===== src/rtl/rv32i_pkg.sv =====
// Shared RV32I core types: memory access sizes, LSU states
// and the command bundle latched by the load/store unit.
package rv32i_pkg;

  localparam logic [1:0] MEM_B = 2'd0;
  localparam logic [1:0] MEM_H = 2'd1;
  localparam logic [1:0] MEM_W = 2'd2;

  typedef enum logic [1:0] {
    LSU_IDLE,
    LSU_REQ,
    LSU_RESP,
    LSU_DONE
  } lsu_state_e;

  typedef struct packed {
    logic        load;
    logic        store;
    logic [1:0]  len;
    logic        sign;
    logic [31:0] addr;
    logic [31:0] wdata;
  } lsu_cmd_t;

endpackage


===== src/rtl/lsu_align.sv =====
// Byte-lane datapath for the LSU: store replication and enables,
// alignment check and load extraction/extension.
module lsu_align
  import rv32i_pkg::*;
(
  input  logic [1:0]  len,
  input  logic [1:0]  addr_lo,
  input  logic        sign,
  input  logic [31:0] wdata,
  input  logic [31:0] rdata,
  output logic [3:0]  be,
  output logic [31:0] wdata_rep,
  output logic        misaligned,
  output logic [31:0] ld_data
);

  logic        is_b;
  logic        is_h;
  logic        is_w;
  logic [31:0] sh;

  // len 3 falls into the word group
  assign is_b = (len == MEM_B);
  assign is_h = (len == MEM_H);
  assign is_w = len[1];

  assign misaligned = (is_h & addr_lo[0]) |
                      (is_w & (|addr_lo));

  assign sh = rdata >> {addr_lo, 3'b000};

  always_comb begin
    be        = 4'b0000;
    wdata_rep = '0;
    ld_data   = '0;
    unique case (1'b1)
      is_b: begin
        be        = 4'b0001 << addr_lo;
        wdata_rep = {4{wdata[7:0]}};
        ld_data   = sign ? {{24{sh[7]}}, sh[7:0]}
                         : {24'd0, sh[7:0]};
      end
      is_h: begin
        be        = addr_lo[1] ? 4'b1100 : 4'b0011;
        wdata_rep = {2{wdata[15:0]}};
        ld_data   = sign ? {{16{sh[15]}}, sh[15:0]}
                         : {16'd0, sh[15:0]};
      end
      default: begin
        be        = 4'b1111;
        wdata_rep = wdata;
        ld_data   = rdata;
      end
    endcase
  end

endmodule


===== src/rtl/lsu.sv =====
// RV32I load/store unit: one command at a time over a
// single-outstanding req/gnt/rvalid data bus.
module lsu
  import rv32i_pkg::*;
(
  input  logic        clk,
  input  logic        rst,
  input  logic        in_valid,
  output logic        in_ready,
  input  logic        in_load,
  input  logic        in_store,
  input  logic [1:0]  in_len,
  input  logic        in_sign,
  input  logic [31:0] in_addr,
  input  logic [31:0] in_wdata,
  output logic        mem_req,
  output logic        mem_we,
  output logic [31:0] mem_addr,
  output logic [3:0]  mem_be,
  output logic [31:0] mem_wdata,
  input  logic        mem_gnt,
  input  logic        mem_rvalid,
  input  logic [31:0] mem_rdata,
  output logic        done,
  output logic [31:0] rdata,
  output logic        exc_load_misaligned,
  output logic        exc_store_misaligned,
  output logic [31:0] exc_addr
);

  lsu_state_e  state_q;
  lsu_state_e  state_d;
  lsu_cmd_t    cmd_q;
  logic [31:0] rdata_q;
  logic [31:0] exc_addr_q;
  logic        el_q;
  logic        es_q;

  logic        idle;
  logic        accept;
  logic        is_st;
  logic        noop;
  logic [1:0]  a_len;
  logic [1:0]  a_addr;
  logic [3:0]  al_be;
  logic [31:0] al_wdata;
  logic        al_mis;
  logic [31:0] al_ld;

  assign idle   = (state_q == LSU_IDLE);
  assign accept = in_valid & idle;
  assign is_st  = in_store & ~in_load;
  assign noop   = ~(in_load | in_store);

  // alignment is judged on the live command while idle
  assign a_len  = idle ? in_len       : cmd_q.len;
  assign a_addr = idle ? in_addr[1:0] : cmd_q.addr[1:0];

  lsu_align u_align (
    .len        (a_len),
    .addr_lo    (a_addr),
    .sign       (cmd_q.sign),
    .wdata      (cmd_q.wdata),
    .rdata      (mem_rdata),
    .be         (al_be),
    .wdata_rep  (al_wdata),
    .misaligned (al_mis),
    .ld_data    (al_ld)
  );

  always_comb begin
    state_d = state_q;
    unique case (state_q)
      LSU_IDLE: begin
        if (in_valid) begin
          state_d = (noop | al_mis) ? LSU_DONE : LSU_REQ;
        end
      end
      LSU_REQ: begin
        if (mem_gnt) begin
          state_d = cmd_q.store ? LSU_DONE : LSU_RESP;
        end
      end
      LSU_RESP: begin
        if (mem_rvalid) state_d = LSU_DONE;
      end
      default: state_d = LSU_IDLE;
    endcase
  end

  always_ff @(posedge clk) begin
    if (rst) begin
      state_q    <= LSU_IDLE;
      cmd_q      <= '0;
      rdata_q    <= '0;
      exc_addr_q <= '0;
      el_q       <= 1'b0;
      es_q       <= 1'b0;
    end else begin
      state_q <= state_d;
      if (accept) begin
        cmd_q <= '{load:  in_load,
                   store: is_st,
                   len:   in_len,
                   sign:  in_sign,
                   addr:  in_addr,
                   wdata: in_wdata};
        el_q  <= in_load & al_mis;
        es_q  <= is_st & al_mis;
        if (~noop & al_mis) exc_addr_q <= in_addr;
        if (noop | al_mis)  rdata_q    <= '0;
      end
      if ((state_q == LSU_RESP) & mem_rvalid) begin
        rdata_q <= al_ld;
      end
    end
  end

  assign in_ready  = idle;
  assign mem_req   = (state_q == LSU_REQ);
  assign mem_we    = mem_req & cmd_q.store;
  assign mem_addr  = mem_req ? {cmd_q.addr[31:2], 2'b00} : '0;
  assign mem_be    = mem_req ? al_be : 4'b0000;
  assign mem_wdata = mem_we ? al_wdata : '0;

  assign done                 = (state_q == LSU_DONE);
  assign rdata                = rdata_q;
  assign exc_load_misaligned  = done & el_q;
  assign exc_store_misaligned = done & es_q;
  assign exc_addr             = exc_addr_q;

endmodule

===== config.mk =====
export PLATFORM = sky130hd
export DESIGN_NAME = lsu
export DESIGN_NICKNAME = d
export VERILOG_FILES = /design/src/rtl/rv32i_pkg.sv /design/src/rtl/lsu_align.sv /design/src/rtl/lsu.sv
export SDC_FILE = /design/constraint.sdc
export NUM_CORES = 1
export LEC_CHECK = 0
export CAP_MARGIN = 20
export CORE_AREA = 2 2 101 152
export DETAILED_ROUTE_END_ITERATION = 6
export DIE_AREA = 0 0 103 154
export GPL_ROUTABILITY_DRIVEN = 0
export GPL_TIMING_DRIVEN = 0
export PLACE_DENSITY_LB_ADDON = 0.05
export RECOVER_POWER = 50
export SLEW_MARGIN = 20
export SYNTH_ARGS = -nofsm -noshare
export SYNTH_HDL_FRONTEND = slang
export SYNTH_SLANG_ARGS = --single-unit

===== constraint.sdc =====
create_clock -name clk -period 2.6 [get_ports clk]
set_clock_uncertainty 0.05 [all_clocks]
set_input_delay 0.52 -clock clk [delete_from_list [all_inputs] [get_ports clk]]
set_output_delay 0.52 -clock clk [all_outputs]
set_load 0.02 [all_outputs]

=== Yosys cells after proc, flatten, opt, wreduce, memory -nomap -nowiden ===
Cells that the tools add are included.

* Flip-flop bits (word level): 136
* Input bits: 106
* Output and inout bits: 138
* Word-level logic and storage cells: 63

* Equality and inequality tests: 7
* Shifts and indexed selects: 2
* Muxes and demuxes: 20
* Bitwise logic cells: 16
* Reduce and logical (&&, ||, !) cells: 8

{| class="wikitable"
|+ Operator list
! kind !! count
|-
| two-way mux 32 bit || 7
|-
| one-hot mux 32 bit (2 select lines) || 2
|-
| right shift 32 x 5 -> 16 bit || 1
|-
| two-way mux 2 bit || 6
|-
| AND 1 bit || 11
|-
| two-way mux 4 bit || 2
|-
| one-hot mux 4 bit (2 select lines) || 1
|-
| one-hot mux 2 bit (3 select lines) || 1
|-
| == test 2 x 1 -> 1 bit (second input constant) || 2
|-
| == test 2 bit (second input constant) || 2
|-
| logical NOT 2 bit || 2
|-
| inequality test 2 bit (second input constant) || 2
|-
| AND reduction 2 bit || 2
|-
| nonzero test 2 bit || 2
|-
| left shift 1 x 2 -> 4 bit (first input constant) || 1
|-
| bitwise OR 1 bit || 3
|-
| AND reduction 3 bit || 1
|-
| inequality test 2 x 1 -> 1 bit (second input constant) || 1
|-
| NOT 1 bit || 2
|-
| OR reduction 2 bit || 1
|-
| two-way mux 1 bit || 1
|}

=== Depth between registers and ports, before layout ===
* Depth after elaboration: 9
* Depth in mapped cells: 11
* Gate-level depth less buffers: 7

=== Hierarchy ===
Synthesis repeated with hierarchy kept, for this count alone.

* Cells, all modules: 832
* Area, all modules: 6,540.0 sq um

{| class="wikitable"
|+ By module, submodules not included
! module !! times used !! cells an instance !! area each (sq um) !! sequential area each (sq um)
|-
| lsu || 1 || 626 || 5,225.0 || 2,722.6
|-
| lsu_align || 1 || 206 || 1,315.0 || 0.0
|}

=== Worst setup path before layout ===
OpenSTA, ideal clock, no wires.

* Kind: register to output
* Start: register state_q[0]
* End: output port mem_wdata[27]
* Data arrival time: 2,342 ps
* Data required time: 2,030 ps
* Slack: -312 ps
* Stages on the path, launching flop included: 10
* Path buffers: 4
* Cells stage by stage: dfxtp_1 -> inv_1 -> ha_1 -> buf_6 -> buf_6 -> mux2i_1 -> buf_2 -> buf_1 -> nor2_1 -> a211oi_1

* Longest elaborated chain between the ends: 5
* Elaborated cells between the ends (all ways): 8
* Those cells by class: 2 x eq/ne; 3 x mux; 1 x bitwise; 2 x reduce/logical

{| class="wikitable"
|+ Ends and longest elaborated chain
! what !! line !! text
|-
| start: declaration || lsu.sv:31 || <nowiki>lsu_state_e state_q;</nowiki>
|-
| start signal: assignment || lsu.sv:100 || <nowiki>state_q <= state_d;</nowiki>
|-
| logical NOT 2 bit (*) || lsu.sv:50 || <nowiki>assign idle = (state_q == LSU_IDLE);</nowiki>
|-
| via in_ready || lsu.sv:9 || <nowiki>output logic in_ready,</nowiki>
|-
| two-way mux 2 bit (*) || lsu.sv:56 || <nowiki>assign a_len = idle ? in_len : cmd_q.len;</nowiki>
|-
| == test 2 x 1 -> 1 bit / logical NOT 2 bit (equally long branches) || lsu_align.sv:24, lsu_align.sv:23 ||
|-
| one-hot mux 32 bit (2 select lines) (*) || lsu_align.sv:36 || <nowiki>unique case (1'b1)</nowiki>
|-
| two-way mux 32 bit (*) || lsu.sv:124 || <nowiki>assign mem_wdata = mem_we ? al_wdata : '0;</nowiki>
|-
| end: declaration || lsu.sv:20 || <nowiki>output logic [31:0] mem_wdata,</nowiki>
|}

The timed path passes the listed nets; every way through them passes the cells marked *.

=== Worst setup path in the final report ===
* Start: register state_q[1]
* End: output port mem_wdata[28]

* Longest elaborated chain between the ends: 5
* Elaborated cells between the ends (all ways): 8
* Those cells by class: 2 x eq/ne; 3 x mux; 1 x bitwise; 2 x reduce/logical

{| class="wikitable"
|+ Ends and longest elaborated chain
! what !! line
|-
| logical NOT 2 bit || lsu.sv:50
|-
| two-way mux 2 bit || lsu.sv:56
|-
| == test 2 x 1 -> 1 bit / logical NOT 2 bit (equally long branches) || lsu_align.sv:24, lsu_align.sv:23
|-
| one-hot mux 32 bit (2 select lines) || lsu_align.sv:36
|-
| two-way mux 32 bit (*) || lsu.sv:124
|}

Every way passes the cells marked *; elsewhere a longest branch is shown, timed or not.

==> impl_metrics.tcl <==
set metrics [dict create \
    status "complete, but fails checks" \
    violations "negative setup slack" \
    ios 244 \
    grt-ovfl-total 0 \
    clock_path_buffers 2 \
    dieArea_um2 15900 \
    layout_common_cells "253 x nand2_1, 134 x dfxtp_1, 112 x a21oi_1" \
    drt-total-wl_mm 22.4 \
    grt_usage_pct 27.3 \
    slew_viol_final 0 \
    core_area_um2 14500 \
    drc 0 \
    cts_made_buffers 17 \
    regArea_um2 2730 \
    yosysSeqAreaShare_pct 43.5 \
    dr_total_vias 6874 \
    required_ns 2.03 \
    routedWlPerCell_um 17.1 \
    switching_share_pct 39.5 \
    numPortBuffers 239 \
    grt_pass1_vias 6526 \
    ys_seq_elements 136 \
    synth_area_leaders "dfxtp_1 43%, nand2_1 16%, a21oi_1 9.9%" \
    fillCellCount 1264 \
    viasPerCell 5.26 \
    setup_violations 28 \
    async_flop_share_pct 0 \
    grt_setup_unrepaired "yes" \
    worst_slack_ns -0.277 \
    die_x_um 103 \
    crit_chain "inv_2, ha_4, buf_8, buf_8, mux2i_4, buf_12, buf_12, mux2i_2, a211oi_2, buf_4" \
    cpPeakStageDelay_ns 0.34 \
    nets 1209 \
    cp-end-kind "output pin" \
    avgSynthCellArea_um2 7.69 \
    hpwl_mm 15.8 \
    critPathLaunchType "flop" \
    sequentialPowerShare_pct 26.5 \
    min_path_type "in2reg" \
    min_period_ns 2.88 \
    synth_cells 815 \
    combPwrFrac_pct 48.4 \
    antenna_found_initial 0 \
    crit_slowest_cell "dfxtp_2" \
    ys_warn_count 0 \
    cts_root_buf "clkbuf_16" \
    yosys.area.top_type "dfxtp_1" \
    placed_cells 1251 \
    hold_violations 0 \
    mostFrequentLayoutCell "nand2_1" \
    fmax_mhz 348 \
    worst_pin_slew_ns 0.875 \
    firstDrtPassIters 5 \
    maxCapViolations 0 \
    detailedRoute.firstIterationViolations 337 \
    final-instance-count-excl-fill 1307 \
    clock_latency_ns 0.41 \
    ir_worst_vdd_mv 0.522 \
    grt_pass1_wl_mm 33.7 \
    multi_input_area_um2 3520 \
    synth_edf_count 0 \
    crit_type "reg2out" \
    power_density_nw_per_um2 978 \
    cts_tree "yes" \
    p_sw_w 0.00390 \
    synthesis.area_um2 6260 \
    synth_top_area_share_pct 43.5 \
    syn_to_final_growth_pct 61.3 \
    rows 54 \
    leakage_nw 4.29 \
    diodes 0 \
    relSlewSlack_pct 41.6 \
    layout-drive-gt1-share_pct 19.2 \
    cts_num_sinks 136 \
    final_antenna_net_count 0 \
    whs_ns 0.324 \
    path_max_fanout 8 \
    die-height_um 154 \
    grt_max_degree 20 \
    synth_cell_types 45 \
    yosys_most_used_dff "dfxtp_1" \
    cts.clk_slew.worst_paths_ns 0.06 \
    cp.arrival_ns 2.31 \
    cts_max_level 4 \
    p_clk_share_pct 25.1 \
    min_period_over_period_pct 111 \
    cts_hold_buf 0 \
    p_int_w 0.00598 \
    initial_core_util_pct 43.3 \
]
[stage by stage]
step / setup TNS (ns) / setup slack (ns) / util [%] / power (W) / instance area [µm²]
6_report: -4.57 / -0.277 / 69.9 / 0.00988 / 10100
5_1_grt: -9.26 / -0.319 / 69.9 / 0.0104 / 10100
4_1_cts: -3.79 / -0.216 / 68.3 / 0.00949 / 9870
3_5_place_dp: -36.64 / -0.969 / 61.9 / 0.00636 / 8950
3_3_place_gp: -34.57 / -0.949 / 61.9 / 0.00631 / 8950
2_1_floorplan: 0 / 0.00359 / - / 0.00505 / 6310
[power groups by stage]
stage,sequential (W),clock [W],combinational (W)
after floorplan,0.00271,0,0.00234
after global placement,0.00262,0,0.00369
after detailed placement,0.00263,0,0.00372
after CTS,0.00260,0.00251,0.00437
after global routing,0.00265,0.00259,0.00514
final,0.00261,0.00248,0.00478
[worst paths after layout]
kind,start,to,slack [ns],cells past startpoint
setup / recovery,state_q[1],mem_wdata[28],-0.28,10
hold / removal,in_addr[0],cmd_q[32],0.32,3
setup reg to reg,state_q[1],exc_addr[29],0.06,12
hold reg to reg,rdata[4],rdata[4],0.39,2
[timing repair]
| item | 4_1_cts | 5_1_grt |
|---|---|---|
| cloned | 2 | 3 |
| pin swaps | 13 | 12 |
| setup endpoints to repair | 67 | 69 |
| buffers inserted | 19 | 7 |
| gates resized for setup | 268 | 78 |
[layer usage]
layer / global-route usage [%] / vias up / wire, µm
li1: - / 3336 / -
met1: 31.2 / 3179 / 8460
met2: 46.5 / 302 / 11200
met3: 8.18 / 57 / 1850
met4: 11.1 / 0 / 838
met5: 0 / - / 0
[registers in the layout, summed over array words and instances, names as in the netlist]
register,count
rdata,32
el_q,1
exc_addr,32
cmd_q,68
es_q,1
state_q,2
[cell usage after synthesis, drive strengths merged, types with 2 or more instances]
cell / instances
a211oi: 8
a21oi: 125
a222oi: 7
a22oi: 19
a31oi: 6
and2: 34
and3: 9
buf: 28
clkbuf: 36
dfxtp: 136
ha: 4
inv: 5
mux2: 3
mux2i: 21
nand2: 267
nand2b: 2
nand3: 5
nand3b: 3
nor2: 33
nor3: 10
nor3b: 2
o21ai: 27
o221ai: 8
o2bb2ai: 6
or3: 2
or3b: 2
[kinds of logic (layout without fill, tap and decap cells)]
family | after synthesis | after routing | synth area share, %
AO/OA/AOI/OAI | 209 | 209 | 20.4
flip-flops | 136 | 136 | 43.5
other | 1 | 2 | 0.0599
AND/OR/NAND/NOR | 372 | 372 | 25.6
multiplexers | 24 | 24 | 4.49
adder cells (fa/ha/maj) | 4 | 4 | 0.799
buffers and inverters | 69 | 364 | 5.15
[final cells by class]
class	count	area share (%)
multi-input combinational	611	34.9
sequential	136	27.0
timing repair buffer	269	25.9
clock buffer	17	4.21
buffer	59	3.67
tap	196	2.43
clock inverter	14	1.71
inverter	5	0.186
[critical path: cells and delay by family (launching register included)]
family	cells	cell delay (ns)
AO/OA/AOI/OAI	1	0.26
adder cells (fa/ha/maj)	1	0.16
buffers and inverters	6	0.78
flip-flops	1	0.34
multiplexers	2	0.33
Power figures use the tool's default switching activity.
